`config.mk`:
```
export PLATFORM = sky130hd
export DESIGN_NAME = bcd_serial_converter
export DESIGN_NICKNAME = d
export VERILOG_FILES = /design/src/rtl/bcd_serial_converter.sv
export SDC_FILE = /design/constraint.sdc
export NUM_CORES = 1
export LEC_CHECK = 0
export CAP_MARGIN = 20
export CORE_MARGIN = 10
export CORE_UTILIZATION = 40
export DETAILED_ROUTE_END_ITERATION = 7
export PLACE_DENSITY = 0.66
export SYNTH_ARGS = -nofsm -noshare
export SYNTH_HDL_FRONTEND = slang
export SYNTH_SLANG_ARGS = --single-unit
```
`constraint.sdc`:
```
create_clock -name clk -period 5.42 [get_ports clk]
set_clock_uncertainty 0.15 [all_clocks]
set_input_delay 1.626 -clock clk [delete_from_list [all_inputs] [get_ports clk]]
set_output_delay 1.626 -clock clk [all_outputs]
set_load 0.1 [all_outputs]
```
`src/rtl/bcd_serial_converter.sv`:
```
// Sequential binary-to-BCD converter (shift-and-add-3), one input bit per clock.
// A start/busy/done handshake brackets each conversion; results hold between conversions.
module bcd_serial_converter #(
    parameter int BIN_WIDTH = 16,
    parameter int DIGITS    = 5
) (
    input  logic                   clk,
    input  logic                   reset,
    input  logic                   start,
    input  logic [BIN_WIDTH-1:0]   binIn,
    output logic                   busy,
    output logic                   done,
    output logic [4*DIGITS-1:0]    bcdOut,
    output logic                   overflow
);

    localparam int CNT_W = $clog2(BIN_WIDTH + 1);
    localparam int BCD_W = 4 * DIGITS;

    typedef enum logic [1:0] {IDLE, SHIFT, FINISH} state_t;

    state_t             state_q, state_d;
    logic [BIN_WIDTH-1:0] bin_q, bin_d;
    logic [BCD_W-1:0]   scr_q, scr_d, scr_adj;
    logic [CNT_W-1:0]   cnt_q, cnt_d;
    logic               ovf_scr_q, ovf_scr_d;
    logic               busy_q, busy_d;
    logic               done_q, done_d;
    logic [BCD_W-1:0]   bcd_q, bcd_d;
    logic               ovf_q, ovf_d;

    // Per-nibble correction; the 4-bit sum never carries into the next digit.
    function automatic logic [BCD_W-1:0] add3_nibbles(input logic [BCD_W-1:0] v);
        logic [BCD_W-1:0] r;
        r = v;
        for (int i = 0; i < DIGITS; i++) begin
            if (v[4*i +: 4] >= 4'd5)
                r[4*i +: 4] = v[4*i +: 4] + 4'd3;
        end
        return r;
    endfunction

    always_comb begin
        scr_adj   = add3_nibbles(scr_q);
        state_d   = state_q;
        bin_d     = bin_q;
        scr_d     = scr_q;
        cnt_d     = cnt_q;
        ovf_scr_d = ovf_scr_q;
        busy_d    = busy_q;
        done_d    = 1'b0;
        bcd_d     = bcd_q;
        ovf_d     = ovf_q;
        case (state_q)
            IDLE: begin
                if (start) begin
                    bin_d     = binIn;
                    scr_d     = '0;
                    cnt_d     = '0;
                    ovf_scr_d = 1'b0;
                    busy_d    = 1'b1;
                    state_d   = SHIFT;
                end
            end
            SHIFT: begin
                {scr_d, bin_d} = {scr_adj[BCD_W-2:0], bin_q, 1'b0};
                ovf_scr_d      = ovf_scr_q | scr_adj[BCD_W-1];
                cnt_d          = cnt_q + 1'b1;
                if (cnt_q == CNT_W'(BIN_WIDTH - 1)) begin
                    busy_d  = 1'b0;
                    state_d = FINISH;
                end
            end
            FINISH: begin
                bcd_d   = scr_q;
                ovf_d   = ovf_scr_q;
                done_d  = 1'b1;
                state_d = IDLE;
            end
            default: begin
                busy_d  = 1'b0;
                state_d = IDLE;
            end
        endcase
    end

    always_ff @(posedge clk or posedge reset) begin
        if (reset) begin
            state_q   <= IDLE;
            bin_q     <= '0;
            scr_q     <= '0;
            cnt_q     <= '0;
            ovf_scr_q <= 1'b0;
            busy_q    <= 1'b0;
            done_q    <= 1'b0;
            bcd_q     <= '0;
            ovf_q     <= 1'b0;
        end else begin
            state_q   <= state_d;
            bin_q     <= bin_d;
            scr_q     <= scr_d;
            cnt_q     <= cnt_d;
            ovf_scr_q <= ovf_scr_d;
            busy_q    <= busy_d;
            done_q    <= done_d;
            bcd_q     <= bcd_d;
            ovf_q     <= ovf_d;
        end
    end

    assign busy     = busy_q;
    assign done     = done_q;
    assign bcdOut   = bcd_q;
    assign overflow = ovf_q;

endmodule
```
==> impl_summary.md, run 1 <==
Run status
The flow ran to the end, and the final reports show no timing, DRC or antenna violations.

Synth
Synthesis inferred between 60 and 70 register bits. The number of distinct library cells after synthesis is 30. During synthesis, Yosys emitted a total of 0 warnings. The xor-xnor portion of the synthesized cell area is 0.0265.

The dominant combinational cell family by area after synthesis is compound AO/OA/AOI/OAI gates. The commonest register cell after synthesis is dfrtp_1. The share of synthesized area in the top cell type comes to 0.563. Yosys mapped a number of flops with a built-in enable equal to 0. The cell type with the highest aggregate area in the netlist is dfrtp_1. A synthesized cell averages approximately 11 sq um. Of the post-synthesis cell area, the part taken by muxes is 0.0584.

The cell area that synthesis handed to floorplanning was between 2000 and 3000 sq um. The post-synthesis net count is 303. The gate count after technology mapping is roughly 270. The share of the synthesized area in compound gates (AO/OA/AOI/OAI) is 0.148. The register area share after synthesis is 0.563. The fraction of synthesis flops using an asynchronous set or reset pin is 1.00. The share of synthesized cell area in and, or, nand and nor gates is 0.105. Ranked by total cell area, the synthesized netlist is headed by dfrtp_1 (56%), ha_1 (5.0%), o22ai_1 (4.4%). Of the total synthesized cell area, the portion taken by full adders, half adders and majority gates is 0.0504.

Timing
At the pin with the least slew margin, the transition time is ~0.98 ns. The final number of hold-violating endpoints is 0. Measured against its own limit, the worst slew margin works out to 0.346. Setup repair after global routing left no endpoint under its margin. The maximum clock frequency is roughly 270 MHz. The number of pins exceeding their max-slew limit in the final report is 0. The total negative setup slack is 0 ns. The setup-violating endpoint count in the final report is 0. The post-route worst setup slack is roughly 1.7 ns.

The worst path needs 3.70 ns of the cycle, external delays included. The fraction of the cycle the final worst path needs is 0.682.

Detailed routing
The final layout contains routed wiring with a total length of about 6000 microns. In the routed layout, each cell is associated on average with a via count of roughly 5.0. In this run the remaining antenna-violating nets after routing total 0. Detailed routing inserted a total of 2105 vias. The first-pass iteration count of the detailed router is 4.

After detailed routing, the average wire length per cell comes to around 14 microns. The count of unresolved DRC violations after routing is 0. The detailed router finished its first iteration with 41 violations.

Critical path
The critical path goes through clkdlybuf4s50_1 > or3b_1 > nand2_2 > o31ai_1 > a32o_1. Data arrives at the worst endpoint at around 3.8 ns. The biggest cell delay along the critical path is 0.70 ns. The worst setup path is captured at a flip-flop.

The launching element of the worst setup path is start. The critical path's slowest cell is or3b_1. The reg-to-reg critical path startpoint is state_q[1]. The category of the most critical setup path is input pin to flip-flop.

The worst register-to-register path ends at scr_q[11]. The required time of the critical path is 5.49 ns. The highest fanout seen on the critical path is 29. Setup slack on the worst reg-to-reg path comes out at roughly 3.0 ns. The worst register-to-register path has a depth of 4. The category of the worst setup path launch point is an input pin.

Hold path
The startpoint of the most critical hold path is bin_q[15]. The cell count of the worst hold path is 2. The worst hold path terminates at scr_q[0].

The path class of the lowest-slack min-delay path is flip-flop to flip-flop.

Placed design
The final weighted congestion of routability-driven global placement is slightly above 0.8. The worst slack at placement is about 1.3 ns. The quantity of I/O buffers inserted on ports is around 40. Once detailed placement completed, the half-perimeter wirelength came to roughly 4000 microns. The total placed instance area is roughly 3500 sq um.

CTS
The number of buffers added to fix hold violations after cts is 0. In this run, post-CTS repair resized a total of 0 instances. The sink count of the clock tree is 67. The maximum count of clock buffers along a single path is 2. The clock-pin slew on the worst setup and hold paths is around 0.06 ns.

TritonCTS built the clock tree. Buffers added to address setup during post-CTS repair amount to 0. The later pin in the worst-skew pair is clocked with a latency of ~0.33 ns. The root cell of the clock tree is clkbuf_8.

The total CTS buffers is 9. The number of levels the H-tree was split into is 3.

Floorplan
The core region is 7250 sq um. Measured along the y axis, the die boundary spans between 100 and 150 microns. The floorplan row count is 31. The die area is approximately 11000 sq um. The initial cell density of the core is 0.411. The horizontal die dimension is between 100 and 150 microns.

The number of top-level design ports is 42.

Run
The number of max-cap violations is 0.

Global route
For this run the aggregate overflow at the end of global routing stands at 0. The global-route wire length before repair is 10400 microns. The initial antenna violation count is 0. The all-layer global routing usage is 0.112.

The number of global-route vias before repair was 2123. The largest net degree at the start of global routing is 50.

Layout
The cell area after layout is roughly 3600 sq um. Compared with the post-synthesis result, the final layout area differs by 22.4%. In the final layout, the multi-input gates occupy between 1000 and 1500 sq um. The total number of nets in the final design is 345. The proportion of layout cells with a drive suffix above 1 is 0.100. The antenna diode instance count is 0.

The sequential cells in the finished layout cover a total of about 1700 sq um. The count of filler cells inserted in the layout is approximately 700.

Power and ir drop
The leakage dissipation is between 1.5 and 2 nW. Dividing total power by cell area gives a power density of between 600 and 700 nW/um^2. VDD sags by at most between 150 and 200 uV.
placed cells by master (no fill, tap or decap), types with 2 or more instances in the layout:
cell type         n
ha_1             12
o32ai_1           3
nand3_1           5
clkbuf_1          3
inv_1            13
clkbuf_8         11
nand2_1          19
o21ai_0          21
buf_4             4
clkinv_2          2
o31ai_1           6
o21ai_1           2
clkdlybuf4s50_1  41
mux2i_1           5
a21oi_1           6
mux2_2           11
xor2_1            4
dfrtp_1          67
nand2b_1          7
a32o_1            5
nor2_1           31
a22o_1            5
o22ai_1          21
xnor2_1           5
worst max-delay path, delay by kind of cell:
kind | cells | cell delay, ns
simple gates | 2 | 1.30
buf+inv | 1 | 0.45
compound gates | 2 | 0.38
metrics by stage:
stage	hold slack [ns]	power (mW)	cells	util
after floorplan	0.289	1.69	272	-
after global placement	0.304	1.88	401	0.476
after detailed placement	0.320	1.91	401	0.476
after CTS	0.330	2.29	417	0.500
after global routing	0.357	2.44	418	0.502
final	0.325	2.26	418	0.502
power by group:
part	switching [mW]	total [mW]	internal, mW	leakage (nW)
combinational	0.681	1.08	0.395	0.745
clock	0.176	0.366	0.190	0.0905
sequential	0.131	0.823	0.692	0.805
total	0.988	2.26	1.28	1.64
registers in the layout (all words and copies together), names as in the netlist, 2 cells and up:
register  flops
bcdOut       20
scr_q        20
bin_q        16
cnt_q         5
state_q       2
how the worst max path moves through the flow:
stage | to | slack, ns | depth (start not counted)
after floorplan | bcdOut[0] | 1.96 | 1
after global placement | scr_q[15] | 1.40 | 5
after detailed placement | scr_q[7] | 1.35 | 5
after CTS | scr_q[7] | 1.71 | 5
after global routing | scr_q[7] | 1.57 | 5
final | scr_q[11] | 1.72 | 5
final cells by class:
class	count	share of cell area
multi-input combinational	176	0.318
tap	99	0.0340
clock inverter	2	0.00275
timing repair buffer	46	0.126
clock buffer	14	0.0446
inverter	14	0.0144
sequential	67	0.460
kinds of logic after synthesis:
logic type,after synthesis
simple gates,70
compound gates,69
flops,67
buf+inv,29
mux,16
fa+ha+maj,12
xor+xnor,9
cells in the mapped netlist (6+ instances only):
| master | instances |
|---|---|
| dfrtp_1 | 67 |
| inv_1 | 14 |
| a21oi_1 | 6 |
| ha_1 | 12 |
| clkbuf_1 | 7 |
| nand2_1 | 19 |
| o21ai_0 | 21 |
| nand2b_1 | 7 |
| o22ai_1 | 21 |
| o31ai_1 | 6 |
| mux2_2 | 11 |
| nor2_1 | 31 |
metal layers:
layer	vias up	global-route usage	routed length (microns)
li1	1035	-	-
met1	1030	0.137	2620
met2	30	0.181	2970
met3	10	0.0260	290
met4	0	0.0551	84
met5	-	0	0
(Power assumes the default switching activity.)
==> run 2: changes to the inputs <==
==> constraint.sdc (replaced) <==
create_clock -name clk -period 3.55 [get_ports clk]
set_clock_uncertainty 0.15 [all_clocks]
set_input_delay 1.065 -clock clk [delete_from_list [all_inputs] [get_ports clk]]
set_output_delay 1.065 -clock clk [all_outputs]
set_load 0.1 [all_outputs]
==> run 2 against run 1 <==
Net effect: via count rose by 0.29%; register-to-register slack got worse by 1.4 ns; routed wire length up 3.2%.
==> impl_summary.md, run 2 (synthesis gave the netlist of run 1 again) <==
Floorplan
The horizontal die dimension is 106 microns (unchanged). The placeable core region is 7250 sq um (unchanged). The die area is 11300 sq um (unchanged). The initial cell density of the core is 0.411 (unchanged). The floorplan row count was 31 (unchanged). The number of top-level design ports came to 42 (unchanged). The height of the die is 106 microns (unchanged).

Placed design
The sum of net half-perimeters after detailed placement was 4190 microns (+5.3%). The total instance count after detailed placement is 405 (+1.0%). The final weighted congestion of routability-driven global placement was 0.799 (-3.0%). The quantity of I/O buffers inserted on ports is 41 (unchanged).

CTS
The number of buffers added to fix hold violations after cts is 0 (unchanged). The clock insertion delay at the later pin of the skew report is 0.33 ns (about the same). The number of levels the H-tree was split into is 3 (unchanged).

The clock-pin slew on the worst setup and hold paths is 0.07 ns (about the same). The root buffer cell chosen for the clock tree is clkbuf_8. The count of buffers added by post-CTS timing repair for setup is 0 (unchanged).

The total CTS buffers is 9 (unchanged). The maximum count of clock buffers along a single path is 2 (unchanged). The clock tree from TritonCTS is built. The sink count of the clock tree is 67 (unchanged). The post-cts repair resize count is 0 (unchanged).

Global route
The number of global-route vias before repair is 2155 (+1.5%). The global-route wire length before repair is 10500 microns (+1.3%). The largest net degree at the start of global routing is 40 (-20%). The initial antenna violation count is 0 (unchanged).

The global-route congestion overflow total is 0 (unchanged). The all-layer global routing usage was 0.113 (+0.00166).

Timing
The maximum clock frequency is approximately 400 MHz. Setup repair after global routing left no endpoint under its margin. The number of pins exceeding their max-slew limit in the final report is 0 (unchanged).

The transition time of the tightest slew-check pin came to 1.01 ns (+0.0312 ns). The hold slack is 0.328 ns (+0.00358 ns). The max-slew headroom at the worst pin is 0.327 (-0.0188). The setup-violating endpoint count in the final report came to 0 (unchanged). Of the available clock period, the critical path in the final layout requires 0.724. The final number of hold-violating endpoints is 0 (unchanged). The clock period minus final worst setup slack is approximately 2.6 ns. The total negative setup slack is 0 ns (unchanged).

Detailed routing
The number of violations reported at the end of detailed-routing iteration 0 is 115 (+180%). The count of unresolved DRC violations after routing is 0 (unchanged). The first-pass iteration count of the detailed router is 4 (unchanged). The via count of the routed design is 2111 (+0.29%). The number of vias per cell after detailed routing is 5.03 (-0.19%). The average wire per cell in the routed design is 14.7 microns (+2.7%).

The count of nets left with antenna violations after detail routing came to 0 (unchanged). The wire length reported by the detailed router was 6150 microns (+3.2%).

Critical path
The biggest cell delay along the critical path is 0.44 ns (-0.26 ns). The reg-to-reg critical path startpoint is state_q[0]. The worst register-to-register path ends at bcdOut[2]. The highest fanout seen on the critical path is 11 (-62%). The category of the most critical setup path is input pin to flip-flop. The required time of the critical path came to 3.62 ns (-1.87 ns). The category of the worst setup path launch point is an input pin. The worst reg2reg path depth is 2 (-2). The critical path ends at scr_q[15].

The data arrival time at the worst-slack endpoint came to 2.64 ns (-1.13 ns). The minimum setup slack among reg-to-reg paths came to 1.65 ns (-1.35 ns). The launching element of the worst setup path is start. The critical path's slowest cell is clkdlybuf4s50_1. The signal on the critical path passes through clkdlybuf4s50_1 > or3b_1 > nand2_2 > buf_4 > o31ai_1 > a32o_1.

The worst setup path is captured at a flip-flop.

Layout
The most frequent standard cell in the layout excluding fill and tap cells is dfrtp_1. The count of filler cells inserted in the layout came to 652 (-7.5%). The total number of nets in the final design is 348 (+0.87%). The library cells used most frequently in the layout, excluding fill and tap cells, are dfrtp_1 (67), nor2_1 (31), buf_4 (31), o21ai_0 (21), o22ai_1 (21).

The final cell count without fillers came to 420 (+0.48%). The antenna diode instance count is 0 (unchanged). The proportion of layout cells with a drive suffix above 1 is 0.181 (+0.0804). The area growth from synthesis to layout is 21.5%. The utilization after layout came to 0.499 (-0.00362).

Power and ir drop
The leakage dissipation is 1.68 nW (+2.5%). The maximum VDD drop was 277 uV (+45%). The power consumption is 3.54 mW (+56%).

The power per standard cell area is 979 nW/um^2 (+58%).

Run
The number of max-cap violations was 0 (unchanged).

Run status
The flow ran to the end, and the final reports show no timing, DRC or antenna violations.

Hold path
The path class of the lowest-slack min-delay path is flip-flop to flip-flop.
==> run 2: cell types whose count changed in the layout (fill, tap and decap cells not counted) <==
cell             change
clkdlybuf4s50_1     -23
buf_12               -1
clkinv_2             -1
buf_4               +27
clkbuf_1             -1
bufinv_16            +1
==> run 2: area by class of cell <==
| type | instances | area (sq um) | area share |
|---|---|---|---|
| well taps | 99 | 124 | 0.0342 |
| repair buffers | 49 | 413 | 0.114 |
| multi-input cells | 176 | 1160 | 0.320 |
| clock inverters | 2 | 35.0 | 0.00969 |
| clock buffers | 13 | 159 | 0.0439 |
| inverters | 14 | 52.6 | 0.0145 |
| flip-flops and latches | 67 | 1680 | 0.464 |
==> run 2: layer usage <==
layer	track usage	routed length (microns)	vias up
li1	-	-	1041
met1	0.141	2780	1033
met2	0.178	3030	31
met3	0.0356	258	6
met4	0.0493	83	0
met5	0	0	-
==> run 2: critical path, delay by kind of cell <==
family,cells,cell delay [ns]
buf+inv,2,0.67
compound gates,2,0.29
simple gates,2,0.61
==> run 2: worst min path at each step <==
stage	startpoint	to	slack, ns	cells past startpoint
floorplan	bin_q[15]	scr_q[0]	0.29	2
global placement	bin_q[15]	scr_q[0]	0.32	2
detailed placement	bin_q[15]	scr_q[0]	0.31	2
CTS	bin_q[15]	scr_q[0]	0.33	2
global route	cnt_q[3]	cnt_q[3]	0.36	1
finish	bin_q[15]	scr_q[0]	0.33	2
==> run 2: through the flow <==
step           setup slack, ns  instance area [sq um]
6_report                 0.981                   3620
2_1_floorplan            0.652                   2980
3_5_place_dp             0.637                   3420
4_1_cts                   1.00                   3620
5_1_grt                  0.905                   3620
3_3_place_gp             0.649                   3420
==> run 2: report_power, final <==
| part | total, mW | switching [mW] | internal [mW] |
|---|---|---|---|
| clock | 0.624 | 0.266 | 0.359 |
| sequential | 1.26 | 0.207 | 1.06 |
| combinational | 1.65 | 1.05 | 0.602 |
| total | 3.54 | 1.52 | 2.02 |
